`src/rtl/mac_pkg.sv`:
```
// Shared definitions for the dual-MAC datapath and its output packer.
//   ACC_W        : accumulator result width used by the MAC units
//   BYTE_W       : width of one output beat
//   pack_state_e : packer FSM states
//   nbytes()     : number of whole bytes needed to carry a w-bit value
package mac_pkg;

  localparam int unsigned ACC_W  = 21;
  localparam int unsigned BYTE_W = 8;

  typedef enum logic [0:0] {
    StIdle,
    StSend
  } pack_state_e;

  function automatic int unsigned nbytes(input int unsigned w);
    return (w + BYTE_W - 1) / BYTE_W;
  endfunction

endpackage

```
`src/rtl/mac_result_packer.sv`:
```
// Full-width MAC result packer.
//
// Captures one accumulated result over a valid/ready handshake and streams it out MSB-first as
// a sequence of bytes on a valid/ready port. One sample is held in flight; the next one loads
// in the same cycle the final beat is accepted, so back-to-back samples have no bubble.
//
// Optional build macro: MAC_PACK_CHECKSUM_EN -- appends one beat carrying the XOR of all data
// bytes; out_last then marks only that checksum beat.
//
// Ports:
//   clk        system clock, rising edge
//   rst        asynchronous reset, active-high
//   in_valid   in_data holds a result
//   in_ready   packer accepts in_data this cycle
//   in_data    unsigned accumulated result, IN_W bits
//   out_valid  out_data/out_last are valid
//   out_ready  sink accepts the current beat
//   out_data   current byte
//   out_last   final beat of the sample
//   sample_cnt completed samples, wraps 255 -> 0
module mac_result_packer
  import mac_pkg::*;
#(
  parameter int unsigned IN_W   = ACC_W,
  parameter int unsigned BYTE_W = 8
) (
  input  logic              clk,
  input  logic              rst,
  input  logic              in_valid,
  output logic              in_ready,
  input  logic [IN_W-1:0]   in_data,
  output logic              out_valid,
  input  logic              out_ready,
  output logic [BYTE_W-1:0] out_data,
  output logic              out_last,
  output logic [7:0]        sample_cnt
);

  localparam int unsigned NBYTES = nbytes(IN_W);
  localparam int unsigned SHW    = NBYTES * BYTE_W;
`ifdef MAC_PACK_CHECKSUM_EN
  localparam int unsigned NBEATS = NBYTES + 1;
`else
  localparam int unsigned NBEATS = NBYTES;
`endif
  localparam logic [2:0] LastBeat = 3'(NBEATS - 1);

  pack_state_e       state_q, state_d;
  logic [SHW-1:0]    shreg_q, shreg_d;
  logic [2:0]        beat_q, beat_d;
  logic [7:0]        cnt_q, cnt_d;
  logic [BYTE_W-1:0] cur_byte;
  logic              is_send;
  logic              is_last;
  logic              load;

  assign cur_byte = shreg_q[SHW-1 -: BYTE_W];
  assign is_send  = (state_q == StSend);
  assign is_last  = is_send && (beat_q == LastBeat);

`ifdef MAC_PACK_CHECKSUM_EN
  logic [BYTE_W-1:0] csum_q, csum_d;

  always_ff @(posedge clk or posedge rst) begin
    if (rst) begin
      csum_q <= '0;
    end else begin
      csum_q <= csum_d;
    end
  end
`endif

  always_ff @(posedge clk or posedge rst) begin
    if (rst) begin
      state_q <= StIdle;
      shreg_q <= '0;
      beat_q  <= '0;
      cnt_q   <= '0;
    end else begin
      state_q <= state_d;
      shreg_q <= shreg_d;
      beat_q  <= beat_d;
      cnt_q   <= cnt_d;
    end
  end

  always_comb begin
    state_d = state_q;
    shreg_d = shreg_q;
    beat_d  = beat_q;
    cnt_d   = cnt_q;
    load    = 1'b0;
`ifdef MAC_PACK_CHECKSUM_EN
    csum_d  = csum_q;
`endif

    unique case (state_q)
      StIdle: begin
        if (in_valid) begin
          load    = 1'b1;
          state_d = StSend;
        end
      end
      StSend: begin
        if (out_ready) begin
          if (!is_last) begin
            shreg_d = shreg_q << BYTE_W;
            beat_d  = beat_q + 3'd1;
`ifdef MAC_PACK_CHECKSUM_EN
            // Fold each data byte in as it leaves; the checksum beat itself is never folded.
            csum_d  = csum_q ^ cur_byte;
`endif
          end else begin
            cnt_d = cnt_q + 8'd1;
            // Reload straight from the final beat so back-to-back samples see no idle cycle.
            if (in_valid) begin
              load = 1'b1;
            end else begin
              state_d = StIdle;
            end
          end
        end
      end
      default: state_d = StIdle;
    endcase

    if (load) begin
      shreg_d = SHW'(in_data);
      beat_d  = '0;
`ifdef MAC_PACK_CHECKSUM_EN
      csum_d  = '0;
`endif
    end
  end

  // Ready depends only on state and out_ready, never on in_valid.
  assign in_ready   = (state_q == StIdle) || (is_last && out_ready);
  assign out_valid  = is_send;
  assign out_last   = is_last;
  assign sample_cnt = cnt_q;

`ifdef MAC_PACK_CHECKSUM_EN
  assign out_data = !is_send ? '0 : (is_last ? csum_q : cur_byte);
`else
  assign out_data = is_send ? cur_byte : '0;
`endif

endmodule

```
`config.mk`:
```
export PLATFORM = sky130hd
export DESIGN_NAME = mac_result_packer
export DESIGN_NICKNAME = d
export VERILOG_FILES = /design/src/rtl/mac_pkg.sv /design/src/rtl/mac_result_packer.sv
export SDC_FILE = /design/constraint.sdc
export NUM_CORES = 1
export LEC_CHECK = 0
export ABC_AREA = 1
export CORE_UTILIZATION = 45
export CTS_CLUSTER_DIAMETER = 100
export CTS_CLUSTER_SIZE = 12
export DETAILED_ROUTE_END_ITERATION = 8
export HOLD_SLACK_MARGIN = 0.06
export PLACE_DENSITY_LB_ADDON = 0.1
export REMOVE_ABC_BUFFERS = 1
export SLEW_MARGIN = 40
export SYNTH_ARGS = -nofsm -noshare
export SYNTH_HDL_FRONTEND = slang
export SYNTH_SLANG_ARGS = --single-unit
```
`constraint.sdc`:
```
create_clock -name clk -period 1.5 [get_ports clk]
set_input_delay 0.3 -clock clk [delete_from_list [all_inputs] [get_ports clk]]
set_output_delay 0.3 -clock clk [all_outputs]
set_load 0.03 [all_outputs]
```
; ---- Word-level counts from Yosys, hierarchy flattened
; Cells that the tools add are included.
[totals]
register_bits = 36
output_inout_bits = 19
elab_cells = 32
[classes]
add_sub_neg = 2
eq_ne = 2
muxes = 16
bitwise_logic = 1
reduce_logical = 7
[op_table]
columns = op, n
row1 = 24-bit two-way mux, 4
row2 = 3-bit two-way mux, 4
row3 = 8-bit by 1-bit adder with 8-bit output (second input constant), 1
row4 = 8-bit two-way mux, 1
row5 = 3-bit AND reduction, 2
row6 = 1-bit two-way mux, 5
row7 = 1-bit one-hot mux with 2 select lines, 2
row8 = 2-bit nonzero test, 2
row9 = 3-bit by 1-bit adder with 3-bit output (second input constant), 1
row10 = 3-bit by 2-bit equality test with 1-bit output (second input constant), 1
row11 = 1-bit logical AND, 2
row12 = 2-bit by 1-bit != test with 1-bit output (second input constant), 1
row13 = 1-bit logical OR, 1
row14 = 1-bit NOT, 1

; ---- Logic depth before layout (Yosys ltp)
[depth]
ltp_word = 7
depth_mapped = 10
ltp_nobuf = 8

; ---- Worst setup path before layout
; Ideal clock, no wire load.
[synth_path]
path_type = flip-flop to output port
from = register state_q, in the netlist out_valid
to = output in_ready
arrival_time_ns = 1.306
required_ns = 1.200
slack_ns = -0.106
path_stages_with_launch = 6
cell_sequence = dfrtp_1 > buf_4 > nand3_4 > nor2_8 > inv_2 > nand2_1
[synth_between]
elab_chain_len = 3
[synth_rtl]
columns = element, line
row1 = start: declaration, mac_result_packer.sv:48  ; pack_state_e state_q, state_d;
row2 = start signal: assignment, mac_result_packer.sv:75  ; state_q <= StIdle;
row3 = start signal: assignment, mac_result_packer.sv:80  ; state_q <= state_d;
row4 = 1-bit logical AND, mac_result_packer.sv:59  ; assign is_last = is_send && (beat_q == LastBeat);
row5 = 1-bit logical AND, mac_result_packer.sv:137  ; assign in_ready = (state_q == StIdle) || (is_last && out_ready);
row6 = 1-bit logical OR *, mac_result_packer.sv:137
row7 = end: declaration, mac_result_packer.sv:30  ; output logic in_ready,
; Every way passes the cells marked *; elsewhere a longest branch is shown, timed or not.

; ---- Worst setup path after layout
[layout_path]
from = register beat_q[0]
to = output out_last
[layout_between]
elab_chain_len = 2
[layout_rtl]
columns = element, line
row1 = start: declaration, mac_result_packer.sv:50  ; logic [2:0] beat_q, beat_d;
row2 = start signal: assignment, mac_result_packer.sv:82  ; beat_q <= beat_d;
row3 = 3-bit by 2-bit equality test with 1-bit output, mac_result_packer.sv:59
row4 = 1-bit logical AND, mac_result_packer.sv:59
row5 = end: declaration, mac_result_packer.sv:35  ; output logic out_last,
; Every way passes these cells.

==> reports/qor.yml <==
status:
  status: "finished with violations"
  violations: "negative setup slack"
pwr:
  power_leakage_nw: 1.590
  power.total_mw: 4.582
  p_per_area_nw_per_um2: 1660
  ir_drop_mv: 0.6590
clocking:
  htreeDepth: 2
  clock_latency_ps: 290
  tritoncts: "built"
  cts.clk_slew.worst_paths_ps: 70
  cts_buffers: 5
  ctsHoldBuffers: 0
  clock_path_buffers: 2
  cts_root_buffer: "clkbuf_8"
  cts.sinks: 36
place:
  dp_slack_ps: -132.2
  dp.cells: 360
  hpwl_um: 2766
  place_congestion: 0.8121
  portBuffers: 43
route:
  vias_per_cell: 4.674
  drt-total-wl_um: 4194
  antenna_left: 0
  dr_total_vias: 1762
  drc: 0
  drt_iter0_markers: 68
  routedWlPerCell_um: 11.12
  drtPass1Iterations: 4
global_route:
  grt_first_pass_wirelength_um: 6644
  antenna_found_initial: 0
  grt_pass1_vias: 1559
  grt_max_degree: 37
  overflow: 0
  grtUsageTotal: 0.1967
floorplanning:
  coreArea_um2: 4115
  dieArea_um2: 4659
  start_util: 0.4801
  die_w_um: 68.26
  die_height_um: 68.26
  io_pins: 44
  rows: 23
synthesis:
  synth_ff_type: "dfrtp_1"
  syn_area_per_cell_um2: 7.778
  ys_seq_area_frac: 0.4560
  synth_seq_cells: 36
  synthArstFlopShare: 1.000
  synth_area_um2: 1976
  synth-edff-count: 0
  synth.distinct_cells: 24
  synthesis.instances: 254
  yosysWarningCount: 0
setup_path:
  worstSetupEndpointType: "output port"
  critical_path_class: "register to output port"
  startpoint: "beat_q[0]"
  r2r_start: "beat_q[1]"
  max_stage_delay_ps: 390
  cp-start-kind: "register"
  cp.required_ps: 1200
  path_cells: "inv_2, ha_4, nand3_4, buf_4, inv_1, buf_6"
  crit_path_max_fanout: 2
  cpMaxStageDelayCell: "dfrtp_1"
  cp_top_family: "buffers and inverters"
  cp.depth: 6
  cp.arrival_ps: 1330
  rr_worst_depth: 7
  worst-path-buf-inv: 4
final_layout:
  instances_no_fill: 377
  fillers: 345
  num_antenna_cells: 0
  syn_to_final_growth_pct: 39.71
  finish.utilization: 0.6707
  drive_above_1_share: 0.2110
  nets: 354
timing:
  hold_viol_final: 0
  rsz0062_at_grt: "yes"
  finalClockSkew_ps: 3.127
  min_period_over_period: 1.087
  min_period_ps: 1631
  slew_headroom: 0.8023
  setup-violations-final: 2
  worst_slack_ps: -130.7
  tightest_slew_ps: 297.7
  clock.fmax_mhz: 613.3
  maxSlewViolCount: 0
job:
  max_cap_viol_count: 0
min_path:
  hold_path.class: "input pin to asynchronous set/reset pin"
-- state kept, by name, summed over array words and instances (netlist names) --
name,cells
shreg_q,24
out_valid,1
beat_q,3
sample_cnt,8
-- path summary, 6_finish.rpt --
kind,end,slack [ps]
max,out_last,-130
min,shreg_q[8],360
max reg2reg,shreg_q[18],70
min reg2reg,shreg_q[22],470
max in group asynchronous,out_valid,940
min in group clk,shreg_q[22],470
-- metrics by stage --
step,hold slack [ps],area (um2),setup TNS [ps]
after global placement,458.6,2539,-2091
final,364.0,2760,-259.4
after global routing,384.1,2760,-601.3
after CTS,371.3,2680,-259.4
after detailed placement,460.3,2539,-2760
after floorplan,430.2,1888,-10090
-- cell type report --
class | count | area, um2 | area share
Multi-Input combinational cell | 149 | 827.0 | 0.2996
Clock buffer | 8 | 90.09 | 0.03264
Sequential cell | 36 | 902.1 | 0.3268
Tap cell | 50 | 62.56 | 0.02267
Timing Repair Buffer | 74 | 653.1 | 0.2366
Inverter | 60 | 225.2 | 0.08160
-- logic make-up after synthesis --
family                   after synthesis  share of synthesized area
AO/OA/AOI/OAI                         13                    0.04179
XOR/XNOR                               4                    0.01774
adder cells (fa/ha/maj)                3                    0.01900
buffers and inverters                 70                     0.1583
flip-flops                            36                     0.4560
AND/OR/NAND/NOR                      128                     0.3072
-- power by group --
part / total, mW / internal, mW / switching [mW] / leakage, nW
Combinational: 2.34 / 0.986 / 1.36 / 1.07
Clock: 0.716 / 0.375 / 0.341 / 0.0455
Sequential: 1.52 / 1.31 / 0.210 / 0.473
Total: 4.58 / 2.67 / 1.91 / 1.59
-- worst register-to-register path: cells and delay by family, from the launching register on --
family,cells,cell delay [ps]
DFF,1,420
and+or+nand+nor,4,370
adders and majority gates,1,190
buffers and inverters,1,180
AOI/OAI and AO/OA,1,220
-- layer usage --
metal / track usage / wire length (um) / vias to the layer above
met5: 0 / 0 / -
met4: 0.07813 / 38 / 0
met3: 0.05500 / 147 / 4
met2: 0.3358 / 2028 / 34
met1: 0.2308 / 1980 / 800
li1: - / - / 924
-- layout by cell type, fill, tap and decap left out, drive strengths merged --
| master | count |
|---|---|
| nor2 | 3 |
| nand2 | 88 |
| inv | 60 |
| buf | 42 |
| nand3 | 20 |
| xnor2 | 1 |
| clkbuf | 8 |
| nand4 | 17 |
| nor3 | 1 |
| ha | 3 |
| clkdlybuf4s50 | 24 |
| o31ai | 1 |
| dfrtp | 36 |
| o21ai | 2 |
| a21oi | 1 |
| o22ai | 9 |
| dlygate4sd2 | 8 |
| xor2 | 3 |
-- Yosys cell counts (all sizes together) (2+ instances only) --
| master | number | area (um2) |
|---|---|---|
| xor2 | 3 | 26.28 |
| buf | 9 | 83.82 |
| nand3 | 19 | 120.1 |
| dfrtp | 36 | 900.9 |
| o22ai | 9 | 56.30 |
| nor2 | 3 | 27.53 |
| o21ai | 2 | 10.00 |
| nand4 | 17 | 106.4 |
| ha | 3 | 37.54 |
| inv | 60 | 225.2 |
| nand2 | 88 | 347.8 |
-- timing repair --
item                                    CTS  global route
endpoints found under the setup margin   37            37
resized for setup                        15            11
buffers inserted                          5             3
pin swaps                                 2             3
cloned                                    0             2
No activity file was read; power rests on OpenSTA's default activity.
